File: config.mk
export PLATFORM = sky130hd
export DESIGN_NAME = spi_bootload_seq
export DESIGN_NICKNAME = d
export VERILOG_FILES = /design/src/rtl/spi_bootload_pkg.sv /design/src/rtl/spi_bootload_chk.sv /design/src/rtl/spi_bootload_seq.sv
export SDC_FILE = /design/constraint.sdc
export NUM_CORES = 1
export LEC_CHECK = 0
export CORE_AREA = 4 4 100 102
export CTS_CLUSTER_SIZE = 12
export DETAILED_ROUTE_END_ITERATION = 16
export DIE_AREA = 0 0 104 106
export DONT_BUFFER_PORTS = 1
export GPL_ROUTABILITY_DRIVEN = 0
export GPL_TIMING_DRIVEN = 0
export PLACE_DENSITY = 0.55
export SYNTH_ARGS = -nofsm -noshare
export SYNTH_HDL_FRONTEND = slang
export SYNTH_SLANG_ARGS = --single-unit
File: constraint.sdc
create_clock -name clk_i -period 3.16 [get_ports clk_i]
set_input_delay 0.79 -clock clk_i [delete_from_list [all_inputs] [get_ports clk_i]]
set_output_delay 0.79 -clock clk_i [all_outputs]
set_load 0.05 [all_outputs]
File: src/rtl/spi_bootload_pkg.sv
// Shared opcodes, register constants, FSM states and checksum helper
// for the spi_bootload command sequencer.
package spi_bootload_pkg;

   typedef enum logic [1:0] {
      OP_ERASE   = 2'd0,
      OP_PROGRAM = 2'd1,
      OP_READ    = 2'd2,
      OP_REBOOT  = 2'd3
   } cmd_op_e;

   typedef enum logic [3:0] {
      S_IDLE,
      S_FRST,
      S_LOAD,
      S_ARG1,
      S_ARG2,
      S_CMD,
      S_WAIT,
      S_DRAIN,
      S_DONE
   } state_e;

   typedef struct packed {
      logic        en;
      logic        wr;
      logic [1:0]  adr;
      logic [15:0] dat;
   } bus_t;

   localparam logic [7:0]  OPC_ERASE   = 8'hD8;
   localparam logic [7:0]  OPC_PROGRAM = 8'h02;
   localparam logic [7:0]  OPC_READ    = 8'h03;

   localparam logic [15:0] FIFO_RST_W  = 16'h8000;
   localparam logic [15:0] UNLK_ARG1   = 16'h6533;
   localparam logic [15:0] UNLK_ARG2   = 16'h4279;
   localparam logic [15:0] UNLK_CMD    = 16'h93FE;
   localparam logic [15:0] REBOOT_CMD  = 16'hFFFF;

   localparam logic [1:0]  ADR_FIFO    = 2'd0;
   localparam logic [1:0]  ADR_ARG1    = 2'd1;
   localparam logic [1:0]  ADR_ARG2    = 2'd2;
   localparam logic [1:0]  ADR_CMD     = 2'd3;

   function automatic logic [7:0] op_code(cmd_op_e op);
      case (op)
         OP_ERASE:   return OPC_ERASE;
         OP_PROGRAM: return OPC_PROGRAM;
         OP_READ:    return OPC_READ;
         default:    return 8'hFF;
      endcase
   endfunction

   function automatic logic [7:0] chk8(
      logic [15:0] a1,
      logic [15:0] a2,
      logic [7:0]  op
   );
      return a1[15:8] ^ a1[7:0] ^ a2[15:8] ^ a2[7:0] ^ op;
   endfunction

   function automatic bus_t bus_wr(logic [1:0] adr, logic [15:0] dat);
      return '{en: 1'b1, wr: 1'b1, adr: adr, dat: dat};
   endfunction

   function automatic bus_t bus_rd(logic [1:0] adr);
      return '{en: 1'b1, wr: 1'b0, adr: adr, dat: 16'h0000};
   endfunction

endpackage

File: src/rtl/spi_bootload_chk.sv
// Combinational command-word checksum over both argument words and the
// opcode; the same function is used by host-side models.
module spi_bootload_chk
   import spi_bootload_pkg::*;
(
   input  logic [15:0] arg1_i,
   input  logic [15:0] arg2_i,
   input  logic [7:0]  op_i,
   output logic [7:0]  chk_o
);

   assign chk_o = chk8(arg1_i, arg2_i, op_i);

endmodule

File: src/rtl/spi_bootload_seq.sv
// Turns one flash request into the spi_bootload register sequence.
// Define SPI_BOOTLOAD_SEQ_TIMEOUT_EN to enable the result-wait watchdog.
module spi_bootload_seq
   import spi_bootload_pkg::*;
#(
   parameter int unsigned TIMEOUT_CYCLES = 240_000_000,
   parameter int unsigned PAGE_BYTES     = 256
)(
   input  logic        clk_i,
   input  logic        rst_i,
   input  logic        cmd_valid_i,
   output logic        cmd_ready_o,
   input  logic [1:0]  cmd_op_i,
   input  logic [15:0] cmd_page_i,
   input  logic [7:0]  wdat_i,
   input  logic        wvalid_i,
   output logic        wready_o,
   output logic [7:0]  rdat_o,
   output logic        rvalid_o,
   input  logic        rready_i,
   output logic        busy_o,
   output logic        done_o,
   output logic [15:0] status_o,
   output logic        timeout_o,
   output logic [1:0]  bl_adr_o,
   output logic [15:0] bl_dat_o,
   output logic        bl_en_o,
   output logic        bl_wr_o,
   input  logic [15:0] bl_dat_i,
   input  logic        bl_valid_i
);

   state_e      state_q;
   cmd_op_e     op_q;
   logic [15:0] page_q;
   logic        pass_q;
   logic [8:0]  cnt_q;
   logic        rdy_q;
   logic        done_q;
   logic        rvalid_q;
   logic [7:0]  rdat_q;
   logic [15:0] status_q;
   bus_t        bus_q;

   logic [15:0] arg1_w;
   logic [15:0] arg2_w;
   logic [15:0] cmd_w;
   logic [15:0] arg1_first;
   logic [7:0]  chk_w;
   logic        reboot_w;
   logic        load_acc;
   logic        last_byte;

   assign reboot_w  = (op_q == OP_REBOOT);
   assign arg1_w    = {page_q[7:0], 8'h00};
   assign arg2_w    = reboot_w ? (pass_q ? 16'h0000 : UNLK_ARG2)
                               : {8'h00, page_q[15:8]};
   assign cmd_w     = reboot_w ? (pass_q ? REBOOT_CMD : UNLK_CMD)
                               : {chk_w, op_code(op_q)};
   assign arg1_first = (cmd_op_i == OP_REBOOT) ? UNLK_ARG1
                                               : {cmd_page_i[7:0], 8'h00};
   assign load_acc  = (state_q == S_LOAD) & wvalid_i;
   assign last_byte = (cnt_q == 9'(PAGE_BYTES - 1));

   spi_bootload_chk u_chk (
      .arg1_i (arg1_w),
      .arg2_i ({8'h00, page_q[15:8]}),
      .op_i   (op_code(op_q)),
      .chk_o  (chk_w)
   );

`ifdef SPI_BOOTLOAD_SEQ_TIMEOUT_EN
   logic [31:0] tcnt_q;
   logic        tmo_q;
`endif

   always_ff @(posedge clk_i or posedge rst_i) begin
      if (rst_i) begin
         state_q  <= S_IDLE;
         op_q     <= OP_ERASE;
         page_q   <= '0;
         pass_q   <= 1'b0;
         cnt_q    <= '0;
         rdy_q    <= 1'b0;
         done_q   <= 1'b0;
         rvalid_q <= 1'b0;
         rdat_q   <= '0;
         status_q <= '0;
         bus_q    <= '0;
`ifdef SPI_BOOTLOAD_SEQ_TIMEOUT_EN
         tcnt_q   <= '0;
         tmo_q    <= 1'b0;
`endif
      end else begin
         bus_q  <= '0;
         done_q <= 1'b0;
`ifdef SPI_BOOTLOAD_SEQ_TIMEOUT_EN
         tmo_q  <= 1'b0;
`endif
         unique case (state_q)
            S_IDLE: begin
               rdy_q <= 1'b1;
               if (cmd_valid_i && rdy_q) begin
                  rdy_q  <= 1'b0;
                  op_q   <= cmd_op_e'(cmd_op_i);
                  page_q <= cmd_page_i;
                  pass_q <= 1'b0;
                  cnt_q  <= '0;
                  if (cmd_op_i == OP_PROGRAM || cmd_op_i == OP_READ) begin
                     state_q <= S_FRST;
                     bus_q   <= bus_wr(ADR_FIFO, FIFO_RST_W);
                  end else begin
                     state_q <= S_ARG1;
                     bus_q   <= bus_wr(ADR_ARG1, arg1_first);
                  end
               end
            end
            S_FRST: begin
               if (op_q == OP_PROGRAM) begin
                  state_q <= S_LOAD;
               end else begin
                  state_q <= S_ARG1;
                  bus_q   <= bus_wr(ADR_ARG1, arg1_w);
               end
            end
            // Byte writes go out combinationally; only the count lives here.
            S_LOAD: begin
               if (wvalid_i) begin
                  if (last_byte) begin
                     cnt_q   <= '0;
                     state_q <= S_ARG1;
                     bus_q   <= bus_wr(ADR_ARG1, arg1_w);
                  end else begin
                     cnt_q <= cnt_q + 9'd1;
                  end
               end
            end
            S_ARG1: begin
               state_q <= S_ARG2;
               bus_q   <= bus_wr(ADR_ARG2, arg2_w);
            end
            S_ARG2: begin
               state_q <= S_CMD;
               bus_q   <= bus_wr(ADR_CMD, cmd_w);
            end
            S_CMD: begin
               state_q <= S_WAIT;
               bus_q   <= bus_rd(ADR_CMD);
`ifdef SPI_BOOTLOAD_SEQ_TIMEOUT_EN
               tcnt_q  <= '0;
`endif
            end
            S_WAIT: begin
               if (bl_valid_i) begin
                  status_q <= bl_dat_i;
                  if (reboot_w && !pass_q) begin
                     pass_q  <= 1'b1;
                     state_q <= S_ARG1;
                     bus_q   <= bus_wr(ADR_ARG1, 16'h0000);
                  end else if (op_q == OP_READ) begin
                     state_q <= S_DRAIN;
                     bus_q   <= bus_rd(ADR_FIFO);
                  end else begin
                     state_q <= S_DONE;
                     done_q  <= 1'b1;
                  end
               end
`ifdef SPI_BOOTLOAD_SEQ_TIMEOUT_EN
               else if (tcnt_q == TIMEOUT_CYCLES - 1) begin
                  state_q <= S_DONE;
                  done_q  <= 1'b1;
                  tmo_q   <= 1'b1;
               end else begin
                  tcnt_q <= tcnt_q + 32'd1;
               end
`endif
            end
            S_DRAIN: begin
               if (rvalid_q) begin
                  if (rready_i) begin
                     rvalid_q <= 1'b0;
                     if (last_byte) begin
                        cnt_q   <= '0;
                        state_q <= S_DONE;
                        done_q  <= 1'b1;
                     end else begin
                        cnt_q <= cnt_q + 9'd1;
                        bus_q <= bus_rd(ADR_FIFO);
                     end
                  end
               end else if (bl_valid_i) begin
                  rdat_q   <= bl_dat_i[7:0];
                  rvalid_q <= 1'b1;
               end
            end
            S_DONE: begin
               state_q <= S_IDLE;
               rdy_q   <= 1'b1;
            end
            default: state_q <= S_IDLE;
         endcase
      end
   end

   assign cmd_ready_o = rdy_q;
   assign busy_o      = (state_q != S_IDLE);
   assign done_o      = done_q;
   assign status_o    = status_q;
   assign rdat_o      = rdat_q;
   assign rvalid_o    = rvalid_q;
   assign wready_o    = load_acc;
   assign bl_en_o     = bus_q.en | load_acc;
   assign bl_wr_o     = bus_q.wr | load_acc;
   assign bl_adr_o    = load_acc ? ADR_FIFO : bus_q.adr;
   assign bl_dat_o    = load_acc ? {8'h00, wdat_i} : bus_q.dat;

`ifdef SPI_BOOTLOAD_SEQ_TIMEOUT_EN
   assign timeout_o = tmo_q;
`else
   assign timeout_o = 1'b0 & (TIMEOUT_CYCLES == 0);
`endif

endmodule

==> results of run 1 <==
## synthesized netlist by cell type, types with 4 or more instances
library cell  count  area share (%)
mux2_2           34             9.5
and2_1           12             1.9
inv_1            12             1.1
nand2_1          59             5.5
o31ai_1           4            0.74
nand3_1          14             1.7
a21oi_1           8            0.99
o21ai_0          20             2.5
a221o_1           6             1.5
xnor2_1          12             2.6
a41oi_1           4            0.87
nand4_1           7             1.1
nor2b_1           4            0.62
nand2b_1          4            0.62
ha_1              9             2.8
a31oi_1           4            0.62
xor2_1            5             1.1
dfrtp_1          79              49
nor2_1           17             1.6
clkbuf_1         10            0.93
buf_2            10             1.2
## cells by family after synthesis
group / after synthesis / synth area share, %
adder cells (fa/ha/maj): 9 / 2.792
multiplexers: 34 / 9.491
AND/OR/NAND/NOR: 139 / 17.49
other: 1 / 0.09296
XOR/XNOR: 17 / 3.691
flip-flops: 79 / 49.01
buffers and inverters: 37 / 4.219
AO/OA/AOI/OAI: 75 / 13.21
## area by class of cell
type                    instances  area, sq um  share of cell area (%)
clock inverters                 6        50.05                   1.134
inverters                      12        47.55                   1.077
multi-input cells             275         1909                   43.25
repair buffers                  1        27.53                  0.6236
flip-flops and latches         79         1977                   44.78
well taps                     111        138.9                   3.146
clock buffers                  10        137.6                   3.118
plain buffers                  25        126.4                   2.863
## metrics by stage
stage | hold slack (ns) | cell area (sq um) | setup TNS (ns) | power (mW) | worst slack (ns)
after CTS | 0.3199 | 4403 | 0 | 5.359 | 0.06977
final | 0.3146 | 4414 | 0 | 5.326 | 0.2140
after detailed placement | 0.4831 | 4203 | 0 | 4.613 | 0.3858
after global placement | 0.4802 | 4173 | -40.51 | 4.574 | -0.5185
after floorplan | 0.4532 | 4034 | 0 | 4.169 | 0.3466
after global routing | 0.3204 | 4414 | 0 | 5.698 | 0.03301
## layer usage
layer | global-route usage, % | share of wire [%]
met2 | 26.14 | 45
met1 | 24.20 | 48
met3 | 5.829 | 7.1
met4 | 4.748 | 0.43
met5 | 0 | 0
## power by group through the flow
stage / Clock (mW) / Sequential [mW] / Combinational (mW)
after floorplan: 0 / 2.25 / 1.92
after global placement: 0 / 2.34 / 2.23
after detailed placement: 0 / 2.35 / 2.26
after CTS: 0.736 / 2.33 / 2.29
after global routing: 0.777 / 2.39 / 2.53
final: 0.715 / 2.32 / 2.29
## sequential cells by signal, indices dropped and copies added (netlist names)
name	cells
pass_q	1
status_o	16
cmd_ready_o	1
rdat_o	8
op_q	2
state_q	4
cnt_q	9
rvalid_o	1
done_o	1
bus_q	20
page_q	16
## worst max path at each step
stage,slack [ns],from,cells after the start,endpoint
after floorplan,0.35,rst_i,1,bus_q[0]
after global placement,-0.52,rst_i,1,bus_q[2]
after detailed placement,0.39,state_q[0],5,bl_dat_o[3]
after CTS,0.07,state_q[0],5,bl_dat_o[3]
after global routing,0.03,state_q[0],5,bl_wr_o
final,0.21,state_q[0],5,bl_dat_o[2]
## repair_timing
| action | in CTS | in global routing |
|---|---|---|
| setup buffers | 0 | 0 |
| endpoints found under the setup margin | 9 | 10 |
| gates resized for setup | 2 | 4 |
| pin swaps | 0 | 0 |
==> results.md, run 1 <==
* Dominant synthesized flop cell: dfrtp_1
* Root Buffer: clkbuf_8
* Status: complete, no violations
* Clock power share at 13.4%
* Most common cell after layout, fill and taps aside: dfrtp_1
* Fin cells at 519
* Number of flops mapped to enable cells by yosys at 0
* DRC Markers at 0
* Relative slew slack at 21.61%
* Post-synthesis async set-or-reset flop share at 100.0%
* CTS Hold Buffers Added at 0
* Slowest cell on crit path: mux2_2
* R2r worst-path depth at 6
* Post-Place Cells at 503
* Drt initial violations at 267
* Final ANT Viol Nets at 0
* Grt ovf at 0
* Distinct cells, synth at 57
* Worst slew pin tran at 1.165 ns
* Syn Area/Cell at 10.32 sq um
* FF+latch count, synth at 79
* Leak at 2.004 nW
* Final Max Slew Viols at 0
* Min Tclk post-route at 2.946 ns
* Core area at 9109 sq um
* Commonest non-fill, non-tap cells in the layout: 79 x dfrtp_1, 58 x nand2_1, 31 x mux2_2, 20 x o21ai_0, 17 x nor2_1
* Nets@finish at 460
* Cell chain of the critical path: buf_2 -> nor4b_4 -> nand2_2 -> clkbuf_2 -> mux2_2
* Tcrit/Tclk final at 93.23%
* Global-route usage over all layers at 17.42%
* Yosys Warn Count at 0
* Drt wl/cell at 17.95 microns
* Number of global-route vias before repair at 2975
* Worst R2R End: bus_q[5]
* Site Rows at 35
* Clk Latency, worst-skew pair at 0.35 ns
* 1st-pass router iterations at 4
* Netlist Area Pre-Place at 4034 sq um
* Worst EP arrival at 2.16 ns
* Port bufs at 0
* Share of cells above drive strength 1 at 18.87%
* P_int at 2.615 mW
* Reg power frac at 43.6%
* RSZ-0062 raised after global routing: no
* P&R area growth vs syn at 9.429%
* Post-synthesis cell count at 391
* Final Hold Fails at 0
* Sequential share of the synthesized area at 49.01%
* Clock Sinks at 79
* Sw Ratio at 50.90%
* Flop2flop setup slack at 0.98 ns
* H-tree Lvls at 3
* CP Capture Type: primary output
* Initial antenna violation count at 0
* Max Freq at 339.4 MHz
* Highest fanout seen on the critical path at 10
* Utilization after layout at 48.46%
* DP HPWL at 7009 microns
* Die area at 11020 sq um
* Pwr/cell area at 1207 nW/um^2
* R2R Path Start: state_q[1]
* P_sw at 2.711 mW
* CP Class: reg2out
* First-pass GRT wire length at 15570 microns
* Initial core utilization at 44.29%
* Final wirelength at 9317 microns
* Max-Cap Viols at 0
* Startpoint types: flip-flop
* DR vias at 2892
* Num CTS Buffers at 9
* Crit-path leading delay family: simple AND/OR/NAND/NOR gates
* VDD IR max at 0.5367 mV
* Mapped Nets at 448
* Fillers at 867
* Die X at 104 microns
* Vias/cell at 5.572
* TritonCTS clock tree: yes
* Crit path buffers/inverters at 2
* Critical Path RT at 2.37 ns
* DIE HEIGHT at 106 microns
* Setup violators final at 0
* Hold Crit Class: in2async
* Max Root-Sink Buffers at 2
* Largest net degree at the start of global routing at 49
* N_diodes at 0
* Final worst clock skew at 0.01498 ns
* Gate power share at 42.9%
* Top-Level Pins at 98
* Reg clk slew, reported paths at 0.09 ns
* Max stage delay on crit path at 0.44 ns
Note: power is estimated with default switching activity, not from simulation.
==> run 2, diff against run 1 <==
--- a/config.mk
+++ b/config.mk
@@ -13,6 +13,8 @@
 export GPL_ROUTABILITY_DRIVEN = 0
 export GPL_TIMING_DRIVEN = 0
 export PLACE_DENSITY = 0.55
+export SLEW_MARGIN = 15
 export SYNTH_ARGS = -nofsm -noshare
 export SYNTH_HDL_FRONTEND = slang
 export SYNTH_SLANG_ARGS = --single-unit
+export TNS_END_PERCENT = 100
==> run 2 against run 1 <==
  * Core utilization grew 0.069 points
  * Sequential share of layout area shrank 0.063 points
  * Non-clock buffer count is the same
  * Critical path type unchanged
  * Critical endpoint unchanged
  * Largest cell class unchanged
==> results.md, run 2 (synthesis results as in run 1) <==
* Status: complete, no violations
* Max Freq at 339.4 MHz
* Initial antenna violation count at 0
* TritonCTS clock tree: yes
* RSZ-0062 raised after global routing: no
* Clock Sinks at 79
* Setup violators final at 0
* Utilization after layout at 48.53%
* Fillers at 869
* Global-route usage over all layers at 17.42%
* Largest net degree at the start of global routing at 49
* Drt initial violations at 227
* Most common cell after layout, fill and taps aside: dfrtp_1
* Worst slew pin tran at 0.7418 ns
* Gate power share at 43.0%
* Highest fanout seen on the critical path at 10
* Clock power share at 13.4%
* Number of global-route vias before repair at 2975
* 1st-pass router iterations at 5
* Nets@finish at 460
* Grt ovf at 0
* Min Tclk post-route at 2.946 ns
* Max stage delay on crit path at 0.44 ns
* Die area at 11020 sq um
* Final worst clock skew at 0.01438 ns
* Critical Path RT at 2.37 ns
* Share of cells above drive strength 1 at 19.12%
* Worst EP arrival at 2.16 ns
* Pwr/cell area at 1207 nW/um^2
* Initial core utilization at 44.29%
* Tcrit/Tclk final at 93.23%
* Final wirelength at 9333 microns
* CP Capture Type: primary output
* Final ANT Viol Nets at 0
* Commonest non-fill, non-tap cells in the layout: 79 x dfrtp_1, 58 x nand2_1, 31 x mux2_2, 20 x o21ai_0, 17 x nor2_1
* Sw Ratio at 50.92%
* DIE HEIGHT at 106 microns
* Core area at 9109 sq um
* Num CTS Buffers at 9
* H-tree Lvls at 3
* Hold Crit Class: in2async
* Largest register FFs at 20
* CP Class: reg2out
* P&R area growth vs syn at 9.584%
* Cell chain of the critical path: buf_2 -> nor4b_4 -> nand2_2 -> clkbuf_2 -> mux2_2
* DP HPWL at 7009 microns
* Reg clk slew, reported paths at 0.09 ns
* N_diodes at 0
* Vias/cell at 5.593
* Top-Level Pins at 98
* Port bufs at 0
* Site Rows at 35
* Drt wl/cell at 17.98 microns
* Reg power frac at 43.6%
* DR vias at 2903
* Total power draw at 5.334 mW
* Die X at 104 microns
* Max Root-Sink Buffers at 2
* P_int at 2.618 mW
* Relative slew slack at 50.13%
* Flop2flop setup slack at 1.04 ns
* DRC Markers at 0
* Startpoint types: flip-flop
* P_sw at 2.716 mW
* Final Max Slew Viols at 0
* Root Buffer: clkbuf_8
* Slowest cell on crit path: mux2_2
* Biggest register: bus_q
* Postcts setup bufs at 0
* Leak at 2.005 nW
* VDD IR max at 0.5363 mV
* Max-Cap Viols at 0
* Clk Latency, worst-skew pair at 0.35 ns
* Final Hold Fails at 0
* First-pass GRT wire length at 15570 microns
[run 2: cell count changes in the layout (fill, tap and decap cells not counted)]
cell    delta
nor4_1     -1
nor4_2     +1
[run 2: layout make-up]
class	instances	area, sq um	share of cell area (%)
Sequential cell	79	1977	44.72
Multi-Input combinational cell	275	1916	43.33
Tap cell	111	138.9	3.142
Clock buffer	10	137.6	3.114
Buffer	25	126.4	2.859
Clock inverter	6	50.05	1.132
Inverter	12	47.55	1.076
Timing Repair Buffer	1	27.53	0.6227
[run 2: path summary, 6_finish.rpt]
| check | depth (start not counted) | startpoint | endpoint |
|---|---|---|---|
| worst max register to register | 6 | state_q[1] | bus_q[9] |
| max in group asynchronous | 2 | rst_i | bus_q[1] |
| worst min-delay path | 1 | rst_i | status_o[12] |
| worst max-delay path | 5 | state_q[0] | bl_dat_o[2] |
| min in group clk_i | 1 | cnt_q[7] | cnt_q[7] |
| worst min register to register | 1 | cnt_q[7] | cnt_q[7] |
[run 2: layer usage]
layer / share of wire [%] / GRT usage (%) / routed length (microns)
met2: 45 / 26.14 / 4231
met5: 0 / 0 / 0
met4: 0.32 / 4.748 / 30
met1: 47 / 24.20 / 4350
met3: 7.7 / 5.829 / 721
[run 2: worst max-delay path, delay by kind of cell (launching register included)]
family	cells	cell delay (ns)
buffers and inverters	2	0.43
flip-flops	1	0.38
multiplexers	1	0.44
AND/OR/NAND/NOR	2	0.56
[run 2: power groups by stage]
stage	clock network, mW	logic, mW	registers (mW)
floorplan	0	1.92	2.25
global placement	0	2.23	2.34
detailed placement	0	2.26	2.35
CTS	0.736	2.29	2.33
global route	0.777	2.54	2.39
finish	0.714	2.30	2.32
[run 2: per-stage QoR]
| stage | cells | area (sq um) | TNS, ns | hold WS, ns | setup slack [ns] |
|---|---|---|---|---|---|
| 3_3_place_gp | 502 | 4173 | -40.51 | 0.4802 | -0.5185 |
| 5_1_grt | 519 | 4420 | 0 | 0.3204 | 0.03287 |
| 6_report | 519 | 4420 | 0 | 0.3175 | 0.2140 |
| 4_1_cts | 519 | 4403 | 0 | 0.3199 | 0.06977 |
| 2_1_floorplan | 391 | 4034 | 0 | 0.4532 | 0.3466 |
| 3_5_place_dp | 503 | 4203 | 0 | 0.4831 | 0.3858 |
[run 2: repair_timing]
| action | 4_1_cts | 5_1_grt |
|---|---|---|
| hold buffers | 0 | 0 |
| setup endpoints to repair | 9 | 10 |
| resized for setup | 2 | 4 |
==> run 3, diff against run 2 <==
--- a/config.mk
+++ b/config.mk
@@ -13,7 +13,7 @@
 export GPL_ROUTABILITY_DRIVEN = 0
 export GPL_TIMING_DRIVEN = 0
 export PLACE_DENSITY = 0.55
-export SLEW_MARGIN = 15
+export SLEW_MARGIN = 10
 export SYNTH_ARGS = -nofsm -noshare
 export SYNTH_HDL_FRONTEND = slang
 export SYNTH_SLANG_ARGS = --single-unit
==> constraint.sdc (replaced) <==
create_clock -name clk_i -period 2.85 [get_ports clk_i]
set_input_delay 0.7125 -clock clk_i [delete_from_list [all_inputs] [get_ports clk_i]]
set_output_delay 0.7125 -clock clk_i [all_outputs]
set_load 0.05 [all_outputs]
==> run 3 against run 2 <==
  * Clock-buffer cell count stayed put
  * Core utilization up 0.51 points
  * Total power grew 12%
  * First-iteration DRC count is 1.8% higher
  * Clock power increased by 12%
  * Die area stayed put
  * Register-to-register slack worse by 0.31 ns
  * Critical path type unchanged
  * Largest cell class unchanged
==> results.md, run 3 (synthesis results as in run 1) <==
* Max-Cap Viols at 0
* Flop2flop setup slack at 0.73 ns
* Port bufs at 0
* Utilization after layout at 49.04%
* Initial antenna violation count at 0
* Final Max Slew Viols at 0
* R2r worst-path depth at 6
* DP HPWL at 7009 microns
* Top-Level Pins at 98
* Startpoint types: flip-flop
* Reg clk slew, reported paths at 0.09 ns
* Pwr/cell area at 1338 nW/um^2
* 1st-pass router iterations at 4
* Leak at 2.035 nW
* Root Buffer: clkbuf_8
* Grt ovf at 0
* DR vias at 2950
* Nets@finish at 463
* Crit-path leading delay family: simple AND/OR/NAND/NOR gates
* Worst slew pin tran at 0.7439 ns
* Fillers at 861
* CP Capture Type: primary output
* Max stage delay on crit path at 0.39 ns
* DIE HEIGHT at 106 microns
* Crit path buffers/inverters at 2
* Worst R2R End: state_q[2]
* VDD IR max at 0.5952 mV
* Die X at 104 microns
* Vias/cell at 5.651
* Share of cells above drive strength 1 at 20.44%
* Num CTS Buffers at 9
* RSZ-0062 raised after global routing: no
* N_diodes at 0
* WHS at 0.2364 ns
* Worst EP arrival at 2.01 ns
* Final Hold Fails at 0
* Clk Latency, worst-skew pair at 0.36 ns
* Highest fanout seen on the critical path at 10
* Commonest non-fill, non-tap cells in the layout: 79 x dfrtp_1, 58 x nand2_1, 27 x mux2_2, 20 x o21ai_0, 17 x nor2_1
* Worst slack, placed at 0.1533 ns
* CP Class: reg2out
* DRC Markers at 0
* Biggest register: bus_q
* Final wirelength at 9385 microns
* Hold Crit Class: in2async
* Core area at 9109 sq um
* H-tree Lvls at 3
* CTS Hold Buffers Added at 0
* Drt initial violations at 231
* P&R area growth vs syn at 10.73%
* Global-route usage over all layers at 17.36%
* Critical Path RT at 2.14 ns
* Most common cell after layout, fill and taps aside: dfrtp_1
* First-pass GRT wire length at 15500 microns
* Status: complete, no violations
* Setup violators final at 0
* Fin Setup TNS at 0 ns
* Relative slew slack at 49.99%
* Final Cell Area at 4467 sq um
* Slowest cell on crit path: mux2_4
* Clock Sinks at 79
* Largest net degree at the start of global routing at 49
* Placed instance area at 4203 sq um
* Cell chain of the critical path: buf_2 -> nor4b_4 -> nand2_2 -> buf_4 -> mux2_4
* Max Root-Sink Buffers at 2
* Final ANT Viol Nets at 0
* Min Tclk post-route at 2.723 ns
* Max Freq at 367.3 MHz
* Tcrit/Tclk final at 95.54%
* Final worst clock skew at 0.01650 ns
* Die area at 11020 sq um
* Initial core utilization at 44.29%
* R2R Path Start: cnt_q[0]
* TritonCTS clock tree: yes
* Largest register FFs at 20
* Site Rows at 35
* Number of global-route vias before repair at 2955
* Drt wl/cell at 17.98 microns
* Fin worst setup slack at 0.1271 ns
==> run 3: power by group <==
group	switching, mW	total, mW	internal [mW]
sequential	0.998	2.58	1.58
clock	0.447	0.798	0.351
combinational	1.59	2.60	1.02
total	3.03	5.98	2.95
==> run 3: area by class of cell <==
type / instances / area (sq um) / area share (%)
repair buffers: 4 / 50.05 / 1.120
multi-input cells: 275 / 1937 / 43.36
clock inverters: 6 / 50.05 / 1.120
clock buffers: 10 / 137.6 / 3.081
plain buffers: 25 / 128.9 / 2.885
well taps: 111 / 138.9 / 3.109
inverters: 12 / 47.55 / 1.064
flip-flops and latches: 79 / 1977 / 44.26
==> run 3: repair_timing <==
item,CTS,global route
endpoints found under the hold margin,0,0
pin swaps,1,1
setup buffers,1,2
cloned,0,0
gates resized for setup,12,3
setup endpoints to repair,20,16
==> run 3: worst max-delay path by stage <==
stage,cells after the start,startpoint,to
2_1_floorplan,1,rst_i,bus_q[0]
3_3_place_gp,1,rst_i,bus_q[2]
3_5_place_dp,5,state_q[0],bl_dat_o[3]
4_1_cts,5,state_q[0],bl_dat_o[3]
5_1_grt,5,state_q[0],bl_dat_o[9]
6_report,5,state_q[0],bl_dat_o[4]
==> run 3: worst register-to-register path: cells and delay by family (launching register included) <==
family                   cells  cell delay [ns]
AO/OA/AOI/OAI                1             0.35
multiplexers                 1             0.37
buffers and inverters        1             0.19
AND/OR/NAND/NOR              2             0.42
flip-flops                   1             0.42
adder cells (fa/ha/maj)      1             0.26
==> run 3: per-stage QoR <==
step | power, mW | instances
6_report | 5.978 | 522
5_1_grt | 6.377 | 522
4_1_cts | 5.991 | 520
3_5_place_dp | 5.114 | 503
3_3_place_gp | 5.071 | 502
2_1_floorplan | 4.623 | 391
==> run 3: metal layers <==
layer  GRT usage (%)  share of wire, %
met1           24.20                47
met2           26.09                44
met3           5.586               7.5
met4           4.748               1.4
met5               0                 0
